===== config.mk =====
export PLATFORM = sky130hd
export DESIGN_NAME = mic_level_meter_flat
export DESIGN_NICKNAME = d
export VERILOG_FILES = /design/src/rtl/audio_pkg.sv /design/src/rtl/mic_level_meter_if.sv /design/src/rtl/mic_level_meter_peak_hold_decay.sv /design/src/rtl/mic_level_meter.sv /design/src/flat_wrapper.sv
export SDC_FILE = /design/constraint.sdc
export NUM_CORES = 1
export LEC_CHECK = 0
export CAP_MARGIN = 10
export CORE_MARGIN = 8
export CORE_UTILIZATION = 50
export CTS_CLUSTER_DIAMETER = 60
export CTS_CLUSTER_SIZE = 10
export DETAILED_ROUTE_END_ITERATION = 12
export HOLD_SLACK_MARGIN = 0.1
export PLACE_DENSITY = 0.71
export SLEW_MARGIN = 20
export SYNTH_ARGS = -nofsm -noshare
export SYNTH_HDL_FRONTEND = slang
export SYNTH_HIERARCHICAL = 1
export SYNTH_SLANG_ARGS = --single-unit
export TNS_END_PERCENT = 30

===== constraint.sdc =====
create_clock -name clk -period 11.55 [get_ports clk]
set_input_delay 1.155 -clock clk [delete_from_list [all_inputs] [get_ports clk]]
set_output_delay 1.155 -clock clk [all_outputs]
set_load 0.02 [all_outputs]

===== src/rtl/audio_pkg.sv =====
// Shared audio constants and helpers for the mic level meter.
//   SAMPLE_W / MIC_MID : offset-binary microphone sample format
//   LEVEL_W / LEVEL_MAX: published loudness magnitude format
//   meter_state_e      : two-state window FSM encoding
//   mic_mag()          : |sample - mid-scale| as a SAMPLE_W-bit unsigned
package audio_pkg;

    localparam int              SAMPLE_W  = 12;
    localparam logic [11:0]     MIC_MID   = 12'd2048;
    localparam int              LEVEL_W   = 20;
    localparam logic [19:0]     LEVEL_MAX = 20'hFFFFF;

    typedef enum logic {
        ST_ACC = 1'b0,
        ST_PUB = 1'b1
    } meter_state_e;

    // Mid-scale 2048 itself fits in 12 bits, so sample 0 maps to 2048 and
    // sample 4095 to 2047 without any extra width.
    function automatic logic [SAMPLE_W-1:0] mic_mag(input logic [SAMPLE_W-1:0] s);
        return (s >= MIC_MID) ? (s - MIC_MID) : (MIC_MID - s);
    endfunction

endpackage


===== src/rtl/mic_level_meter_if.sv =====
// Sample-in / level-out bundle of the mic level meter.
//   sample_valid, sample : microphone samples (producer -> meter)
//   level, level_valid   : per-window saturated sum and its update pulse
//   peak                 : peak-hold / decay value, updated with level
// Modports: master = sample producer / level consumer, slave = meter.
interface mic_level_meter_if;

    logic                          sample_valid;
    logic [audio_pkg::SAMPLE_W-1:0] sample;
    logic [audio_pkg::LEVEL_W-1:0]  level;
    logic                          level_valid;
    logic [audio_pkg::LEVEL_W-1:0]  peak;

    modport master (
        output sample_valid, sample,
        input  level, level_valid, peak
    );

    modport slave (
        input  sample_valid, sample,
        output level, level_valid, peak
    );

endinterface


===== src/rtl/mic_level_meter_peak_hold_decay.sv =====
// Peak-hold register with geometric decay.
//   clk, reset : clock and synchronous active-high reset
//   upd        : one-cycle strobe, a new window level is being published
//   L          : the new saturated window level
//   peak       : held / decaying peak value
// A new level at or above the peak captures it and re-arms the hold counter.
// While the counter is non-zero each window just counts it down; after that
// each window removes peak >> DECAY_SHIFT, never dropping below the new level.
module peak_hold_decay
    import audio_pkg::*;
#(
    parameter int HOLD_WINDOWS = 4,
    parameter int DECAY_SHIFT  = 3
) (
    input  logic               clk,
    input  logic               reset,
    input  logic               upd,
    input  logic [LEVEL_W-1:0] L,
    output logic [LEVEL_W-1:0] peak
);

    logic [7:0]         hold_cnt;
    logic [LEVEL_W-1:0] decayed;

    // peak >> DECAY_SHIFT <= peak, so this cannot underflow. Below
    // 2^DECAY_SHIFT the decrement is zero and the peak stays put.
    assign decayed = peak - (peak >> DECAY_SHIFT);

    always_ff @(posedge clk) begin
        if (reset) begin
            peak     <= '0;
            hold_cnt <= '0;
        end else if (upd) begin
            if (L >= peak) begin
                peak     <= L;
                hold_cnt <= 8'(HOLD_WINDOWS);
            end else if (hold_cnt != 8'd0) begin
                hold_cnt <= hold_cnt - 8'd1;
            end else begin
                peak <= (decayed < L) ? L : decayed;
            end
        end
    end

endmodule


===== src/rtl/mic_level_meter.sv =====
// Microphone loudness meter.
//   clk, reset : clock and synchronous active-high reset
//   bus        : mic_level_meter_if.slave
//                in : sample_valid, sample (offset-binary, mid-scale 2048)
//                out: level (saturated window sum of |sample-2048|),
//                     level_valid (one-cycle pulse per window), peak
// Window length is 2^LOG2_WIN accepted samples. The accumulator never stalls:
// on the last sample of a window the full sum is published straight into the
// level register and the accumulator restarts at zero, so a sample arriving
// in the following (PUB) cycle simply opens the next window.
module mic_level_meter
    import audio_pkg::*;
#(
    parameter int LOG2_WIN     = 8,
    parameter int HOLD_WINDOWS = 4,
    parameter int DECAY_SHIFT  = 3
) (
    input  logic             clk,
    input  logic             reset,
    mic_level_meter_if.slave bus
);

    localparam int ACC_W = LOG2_WIN + SAMPLE_W;

    meter_state_e         state;
    logic [ACC_W-1:0]     acc;
    logic [ACC_W-1:0]     sum;
    logic [LOG2_WIN-1:0]  sample_cnt;
    logic [SAMPLE_W-1:0]  mag;
    logic                 win_done;
    logic [LEVEL_W-1:0]   sum_sat;
    logic [LEVEL_W-1:0]   level_q;
    logic                 level_valid_q;
    logic [LEVEL_W-1:0]   peak_w;

    assign mag = mic_mag(bus.sample);

    // 2^LOG2_WIN samples of at most 2048 fit in ACC_W bits without wrap.
    assign sum = acc + ACC_W'(mag);

    // The last sample of the window is being accepted this cycle.
    assign win_done = bus.sample_valid && (sample_cnt == '1);

    generate
        if (ACC_W > LEVEL_W) begin : g_sat
            assign sum_sat = (sum > ACC_W'(LEVEL_MAX)) ? LEVEL_MAX : sum[LEVEL_W-1:0];
        end else begin : g_nosat
            assign sum_sat = LEVEL_W'(sum);
        end
    endgenerate

    always_ff @(posedge clk) begin
        if (reset) begin
            state         <= ST_ACC;
            acc           <= '0;
            sample_cnt    <= '0;
            level_q       <= '0;
            level_valid_q <= 1'b0;
        end else begin
            if (bus.sample_valid) begin
                sample_cnt <= sample_cnt + 1'b1;
                acc        <= win_done ? '0 : sum;
            end

            // Registered so level/level_valid/peak all land in the PUB cycle.
            level_valid_q <= win_done;
            if (win_done) begin
                level_q <= sum_sat;
            end

            case (state)
                ST_ACC:  if (win_done) state <= ST_PUB;
                ST_PUB:  state <= ST_ACC;
                default: state <= ST_ACC;
            endcase
        end
    end

    // Strobed on the edge that enters PUB so peak changes together with level.
    peak_hold_decay #(
        .HOLD_WINDOWS (HOLD_WINDOWS),
        .DECAY_SHIFT  (DECAY_SHIFT)
    ) u_peak (
        .clk   (clk),
        .reset (reset),
        .upd   (win_done),
        .L     (sum_sat),
        .peak  (peak_w)
    );

    assign bus.level       = level_q;
    assign bus.level_valid = level_valid_q;
    assign bus.peak        = peak_w;

endmodule


===== src/flat_wrapper.sv =====
// flat-port wrapper written by rule: the top's interface ports become plain ports
module mic_level_meter_flat import audio_pkg::*;
#(
    parameter int LOG2_WIN     = 8,
    parameter int HOLD_WINDOWS = 4,
    parameter int DECAY_SHIFT  = 3
)
  (clk, reset, bus_sample_valid, bus_sample, bus_level, bus_level_valid, bus_peak);
  mic_level_meter_if bus_i ();
  input  logic clk;
  input  logic reset;
  input wire logic [$bits(bus_i.sample_valid)-1:0] bus_sample_valid;
  input wire logic [$bits(bus_i.sample)-1:0] bus_sample;
  output wire logic [$bits(bus_i.level)-1:0] bus_level;
  output wire logic [$bits(bus_i.level_valid)-1:0] bus_level_valid;
  output wire logic [$bits(bus_i.peak)-1:0] bus_peak;
  assign bus_i.sample_valid = bus_sample_valid;
  assign bus_i.sample = bus_sample;
  assign bus_level = bus_i.level;
  assign bus_level_valid = bus_i.level_valid;
  assign bus_peak = bus_i.peak;
  mic_level_meter #(.LOG2_WIN(LOG2_WIN), .HOLD_WINDOWS(HOLD_WINDOWS), .DECAY_SHIFT(DECAY_SHIFT)) u_core (.clk(clk), .reset(reset), .bus(bus_i));
endmodule

======== Yosys cells after proc, flatten, opt, wreduce, memory -nomap -nowiden ========
Cells that the tools add are included.
storage, ports and cells
  input bits .............................. 15
  register bits ........................... 77
  logic and storage cells ................. 29
cells by class
  reduce and logical (&&, ||, !) cells .... 5
  multiplexer cells ....................... 7
  $lt $le $gt $ge ......................... 3
  add/subtract/negate cells ............... 6
  equal/unequal tests ..................... 2
operators by type and width
  cell                                                        count
  two-way mux 20 bit                                          4
  adder 20 x 12 -> 20 bit                                     1
  greater-or-equal comparator 20 bit                          1
  < comparator 20 bit                                         1
  subtractor 20 x 17 -> 20 bit                                1
  two-way mux 8 bit                                           2
  greater-or-equal comparator 12 bit (second input constant)  1
  two-way mux 12 bit                                          1
  subtractor 12 bit (first input constant)                    1
  subtractor 12 bit (second input constant)                   1
  adder 8 x 1 -> 8 bit (second input constant)                1
  equality test 8 bit (second input constant)                 1
  nonzero test 8 bit                                          1
  subtractor 8 x 1 -> 8 bit (second input constant)           1
  AND reduction 2 bit                                         2
  != test 2 bit (second input constant)                       1
  nonzero test 2 bit                                          1
  logical AND 1 bit                                           1

======== Logic depth before layout (Yosys ltp) ========
  depth in word-level cells ............... 7
  depth in mapped cells ................... 23

======== By module ========
Netlist, hierarchy kept.
modules (own cells, without submodules)
  module           times used  cells each  area an instance (sq um)
  peak_hold_decay  1           411         3,253.1
  mic_level_meter  1           335         2,857.7

======== Worst setup path before layout ========
No wires, ideal clock.
  path kind ............................... input-to-reg
  start ................................... input bus_sample[0]
  end ..................................... register u_core.u_peak.peak[17]
  buffers on the path ..................... 1
  path slack .............................. 6.284 ns
  arrival time ............................ 5.137 ns
  stages on the path ...................... 21
  data required time ...................... 11.421 ns
  setup time .............................. 0.129 ns
  path through ............................ inv_1 ha_1 nand2_1 nor3_1 nor3b_1 a21oi_1 xor2_1 ha_1 a21oi_1 o21ai_0 a21o_2 o2111a_2 xor2_2 ha_1 and4_1 a221oi_1 o31ai_2 a211oi_2 buf_6 mux2i_1 o32ai_2
between the ends
  cells in the longest elaborated chain, start to end .. 7
  elaborated cells on any way between the ends .. 12
  classes of those cells .................. add/sub (3); order compare (3); eq/ne (1); mux (4); reduce/logical (1)
RTL lines
  what                                                                            RTL line                               source
  start, declared                                                                 flat_wrapper.sv:13                     input wire logic [$bits(bus_i.sample)-1:0] bus_sample;
  subtractor 12 bit / greater-or-equal comparator 12 bit (equally long branches)  audio_pkg.sv:21                        return (s >= MIC_MID) ? (s - MIC_MID) : (MIC_MID - s);
  two-way mux 12 bit *                                                            audio_pkg.sv:21
  adder 20 x 12 -> 20 bit *                                                       mic_level_meter.sv:39                  assign sum = acc + ACC_W'(mag);
  via u_core.sum[19]                                                              mic_level_meter.sv:27                  logic [ACC_W-1:0] sum;
  < comparator 20 bit                                                             mic_level_meter_peak_hold_decay.sv:40  peak <= (decayed < L) ? L : decayed;
  two-way mux 20 bit                                                              mic_level_meter_peak_hold_decay.sv:40
  two-way mux 20 bit                                                              mic_level_meter_peak_hold_decay.sv:37  end else if (hold_cnt != 8'd0) begin
  two-way mux 20 bit                                                              mic_level_meter_peak_hold_decay.sv:34  if (L >= peak) begin
  end signal, assigned                                                            mic_level_meter_peak_hold_decay.sv:40
  end, declared                                                                   mic_level_meter_peak_hold_decay.sv:19  output logic [LEVEL_W-1:0] peak
Mark *: on every way through the listed nets, which the timed path passes. The rest lies on a longest branch. The select of a mux whose other input is x is not followed.
A chain may end at the register's enable or synchronous reset.

======== Worst setup path after layout ========
Same ends and word-level chain as after synthesis.

==> reports/metrics.cfg <==
[setup_path]
worst_r2r_path_depth = 15
worstPathCellList = clkdlybuf4s50_1 -> inv_1 -> ha_1 -> nand2_1 -> nor3_1 -> nor3b_1 -> nor2_1 -> xor2_1 -> ha_1 -> a21oi_2 -> o21ai_0 -> a21o_2 -> o2111a_2 -> xor2_2 -> ha_1 -> and4_1 -> nand2_1 -> o31ai_2 -> o21a_1 -> buf_4 -> a21boi_1 -> o32ai_2
max_stage_delay_ps = 880
critical-path-top-cell-by-count = sky130_fd_sc_hd__ha_1
critPathBufInv = 3
slowest_stage = sky130_fd_sc_hd__o31ai_2
critical_path_cell_count = 22
critPathRequiredTime_ps = 11760
cp-start-kind = input pin
critPathArrivalTime_ps = 6720
worst_setup_path_end_kind = register
gate_family_responsible_for_the_most_delay_along_the_worst_path = compound AO/OA/AOI/OAI gates
timing_worst_setup_path_type = input pin to register
critical_path_peak_fanout = 40

[grt]
grt_use_total = 0.201
vias_in_the_first_global_route = 5347
pin_count_of_the_biggest_net_entering_global_routing = 50
grt_antenna_before_repair = 0
grt-ovfl-total = 0
grt_first_pass_wirelength_mm = 26.6

[die]
dieHeight_um = 127
fp.dieW_um = 127
core.rowCount = 40
design.portCount = 56
core_footprint_sq_um = 12000
start_util = 0.511
die_area_sq_um = 16000

[sta]
setup_slack_ps = 5040
finalHoldViolations = 0
grt_setup_unrepaired = false
final_min_period_over_clock_period = 0.564
setup_violations = 0
setup-tns-final_ps = 0
clock.fmax_ghz = 0.154
drv_slew = 0
timing.final.crit_period_ps = 6510
timing.slew.headroom = 0.292
fin_skew_ps = 6.52
worst_slew_pin_slew_ps = 1060

[clock_tree]
clock_latency_ps = 340
clock-sinks = 77
max-clock-path-buffers = 2
ctsHtreeMaxLevel = 3
cts_post_setup_buffers_inserted = 0
cts-hold-fix-buffers = 0
root_buffer = sky130_fd_sc_hd__clkbuf_16
cts-resized-gates = 0
cts_tree = yes
clock_pin_slew_on_the_worst_setup_and_hold_paths_ps = 60
cts-buffers-inserted = 9

[layout]
n_diodes = 0
design_area_sq_um = 7030
final_cell_mix = 77 x sky130_fd_sc_hd__dfxtp_1, 72 x sky130_fd_sc_hd__ha_1, 66 x sky130_fd_sc_hd__a21oi_1, 65 x sky130_fd_sc_hd__nor2_1, 59 x sky130_fd_sc_hd__inv_1
layout-drive-gt1-share = 0.0742
nFillCells = 1071
fin_nets = 879
area_growth_pct = 15.0
final_common_cell = sky130_fd_sc_hd__dfxtp_1

[pwr]
power.share.sequential = 0.356
leakage_power_nw = 2.92
ir_drop_v = 0.0000845
sw_frac_of_total = 0.348
total_switching_power_w = 0.000273
comb_power_share = 0.310
clock_power_share = 0.334
power.density_nw_per_um2 = 111
power_total_w = 0.000784
cell_internal_pwr_w = 0.000511

[min_path]
min_delay_path_depth = 2
worstHoldPathType = register to register

[synthesis]
synth_seq_cells = 77
combinational_family_with_the_most_area_after_synthesis = compound AO/OA/AOI/OAI gates
synth_compound_area_frac = 0.262
synth-warning-count = 6
synth.avg_cell_area_sq_um = 8.19
synth_instances = 746
netlist-cell-type-count = 77
synthesized_area_fraction_occupied_by_xor_and_xnor_cells = 0.0655
synth_enable_flop_cells = 0
postSynthNetCount = 835
yosysSeqAreaShare = 0.252
synth-async-reset-ratio = 0
synth-simple-area-share = 0.179
netlist_area_sq_um = 6110
postSynth.topFlopCell = sky130_fd_sc_hd__dfxtp_1
synth_mux_area_frac = 0.0305
synth_adder_area_share = 0.154

[placement]
cell_area_reported_after_detailed_placement_sq_um = 6760
io_buffer_count = 55
place_ws_ps = 4800
finalWeightedCongestion = 0.954
hpwl_mm = 12.0

[outcome]
run_status = completed

[routing]
via_per_inst = 6.00
drc_marker_count_from_the_first_detailed_route_iteration = 443
wire_length_after_detailed_routing_mm = 16.0
vias = 5656
detailedRoute.firstPassIterationCount = 8
detail-route-antenna-nets = 0
drc_errors = 0
wl_per_cell_um = 17.0

[run]
maxCapViolations = 0

## sequential cells by signal, summed over array words and instances, names as in the netlist
name	cells
u_core/bus.level_valid	1
u_core/sample_cnt	8
u_core/u_peak/peak	20
u_core/bus.level	20
u_core/acc	20
u_core/u_peak/hold_cnt	8
## worst register-to-register path, delay by kind of cell (launching register included)
kind            cells  cell delay [ps]
simple gates        3              450
fa+ha+maj           3             1050
compound gates      7             2180
flops               1              320
buf+inv             1              340
xor+xnor            1              300
## cell families (layout without fill, tap and decap cells)
family	Yosys count	after routing
AO/OA/AOI/OAI	224	224
AND/OR/NAND/NOR	223	223
multiplexers	18	18
flip-flops	77	77
buffers and inverters	86	135
XOR/XNOR	44	44
adder cells (fa/ha/maj)	74	74
## through the flow
step | std cells | utilization | hold WS [ps]
final | 942 | 0.588 | 460
after global placement | 926 | 0.565 | 445
after CTS | 942 | 0.588 | 462
after floorplan | 746 | - | 432
after global routing | 942 | 0.588 | 488
after detailed placement | 926 | 0.565 | 451
## synthesized netlist by cell type (5+ instances only)
cell | n | area (sq um)
sky130_fd_sc_hd__dfxtp_1 | 77 | 1540
sky130_fd_sc_hd__ha_1 | 72 | 901
sky130_fd_sc_hd__a21oi_1 | 66 | 330
sky130_fd_sc_hd__nor2_1 | 65 | 244
sky130_fd_sc_hd__inv_1 | 59 | 221
sky130_fd_sc_hd__nand2_1 | 50 | 188
sky130_fd_sc_hd__o21ai_0 | 30 | 150
sky130_fd_sc_hd__nor3_1 | 23 | 115
sky130_fd_sc_hd__xor2_1 | 22 | 193
sky130_fd_sc_hd__xnor2_1 | 20 | 175
sky130_fd_sc_hd__nand3_1 | 19 | 95.1
sky130_fd_sc_hd__mux2i_1 | 16 | 160
sky130_fd_sc_hd__a21o_1 | 14 | 105
sky130_fd_sc_hd__clkbuf_1 | 13 | 48.8
sky130_fd_sc_hd__nand4_1 | 12 | 75.1
sky130_fd_sc_hd__nor2b_1 | 11 | 68.8
sky130_fd_sc_hd__o21a_1 | 11 | 82.6
sky130_fd_sc_hd__a211oi_1 | 9 | 67.6
sky130_fd_sc_hd__nand2b_1 | 9 | 56.3
sky130_fd_sc_hd__o2111ai_1 | 9 | 78.8
sky130_fd_sc_hd__buf_2 | 8 | 40.0
sky130_fd_sc_hd__and3_1 | 7 | 43.8
sky130_fd_sc_hd__o21bai_1 | 7 | 52.6
sky130_fd_sc_hd__or3_1 | 6 | 37.5
sky130_fd_sc_hd__o211ai_1 | 5 | 37.5
sky130_fd_sc_hd__o21ba_2 | 5 | 50.1
## worst paths after layout
check / startpoint / to / slack (ps)
max: bus_sample[0] / u_core/u_peak/peak[17] / 5040
max reg2reg: u_core/acc[0] / u_core/u_peak/peak[17] / 6780
min reg2reg: u_core/bus.level[0] / u_core/bus.level[0] / 460
min: u_core/bus.level[0] / u_core/bus.level[0] / 460
## final cells by class
cell class | count | area (sq um) | area share
Clock buffer | 11 | 233 | 0.0331
Clock inverter | 5 | 35.0 | 0.00498
Inverter | 60 | 225 | 0.0320
Multi-Input combinational cell | 583 | 4230 | 0.602
Sequential cell | 77 | 1540 | 0.219
Tap cell | 147 | 184 | 0.0262
Timing Repair Buffer | 59 | 581 | 0.0826
## power groups by stage
| stage | clock network, W | registers (W) | logic [W] |
|---|---|---|---|
| floorplan | 0 | 0.000283 | 0.000183 |
| global placement | 0 | 0.000284 | 0.000232 |
| detailed placement | 0 | 0.000284 | 0.000239 |
| CTS | 0.000268 | 0.000279 | 0.000241 |
| global route | 0.000279 | 0.000279 | 0.000272 |
| finish | 0.000262 | 0.000279 | 0.000243 |
## layer usage
| metal | global-route usage | share of wire |
|---|---|---|
| met1 | 0.253 | 0.45 |
| met2 | 0.324 | 0.47 |
| met3 | 0.0348 | 0.050 |
| met4 | 0.101 | 0.028 |
| met5 | 0 | 0 |
No activity file was read; power rests on OpenSTA's default activity.
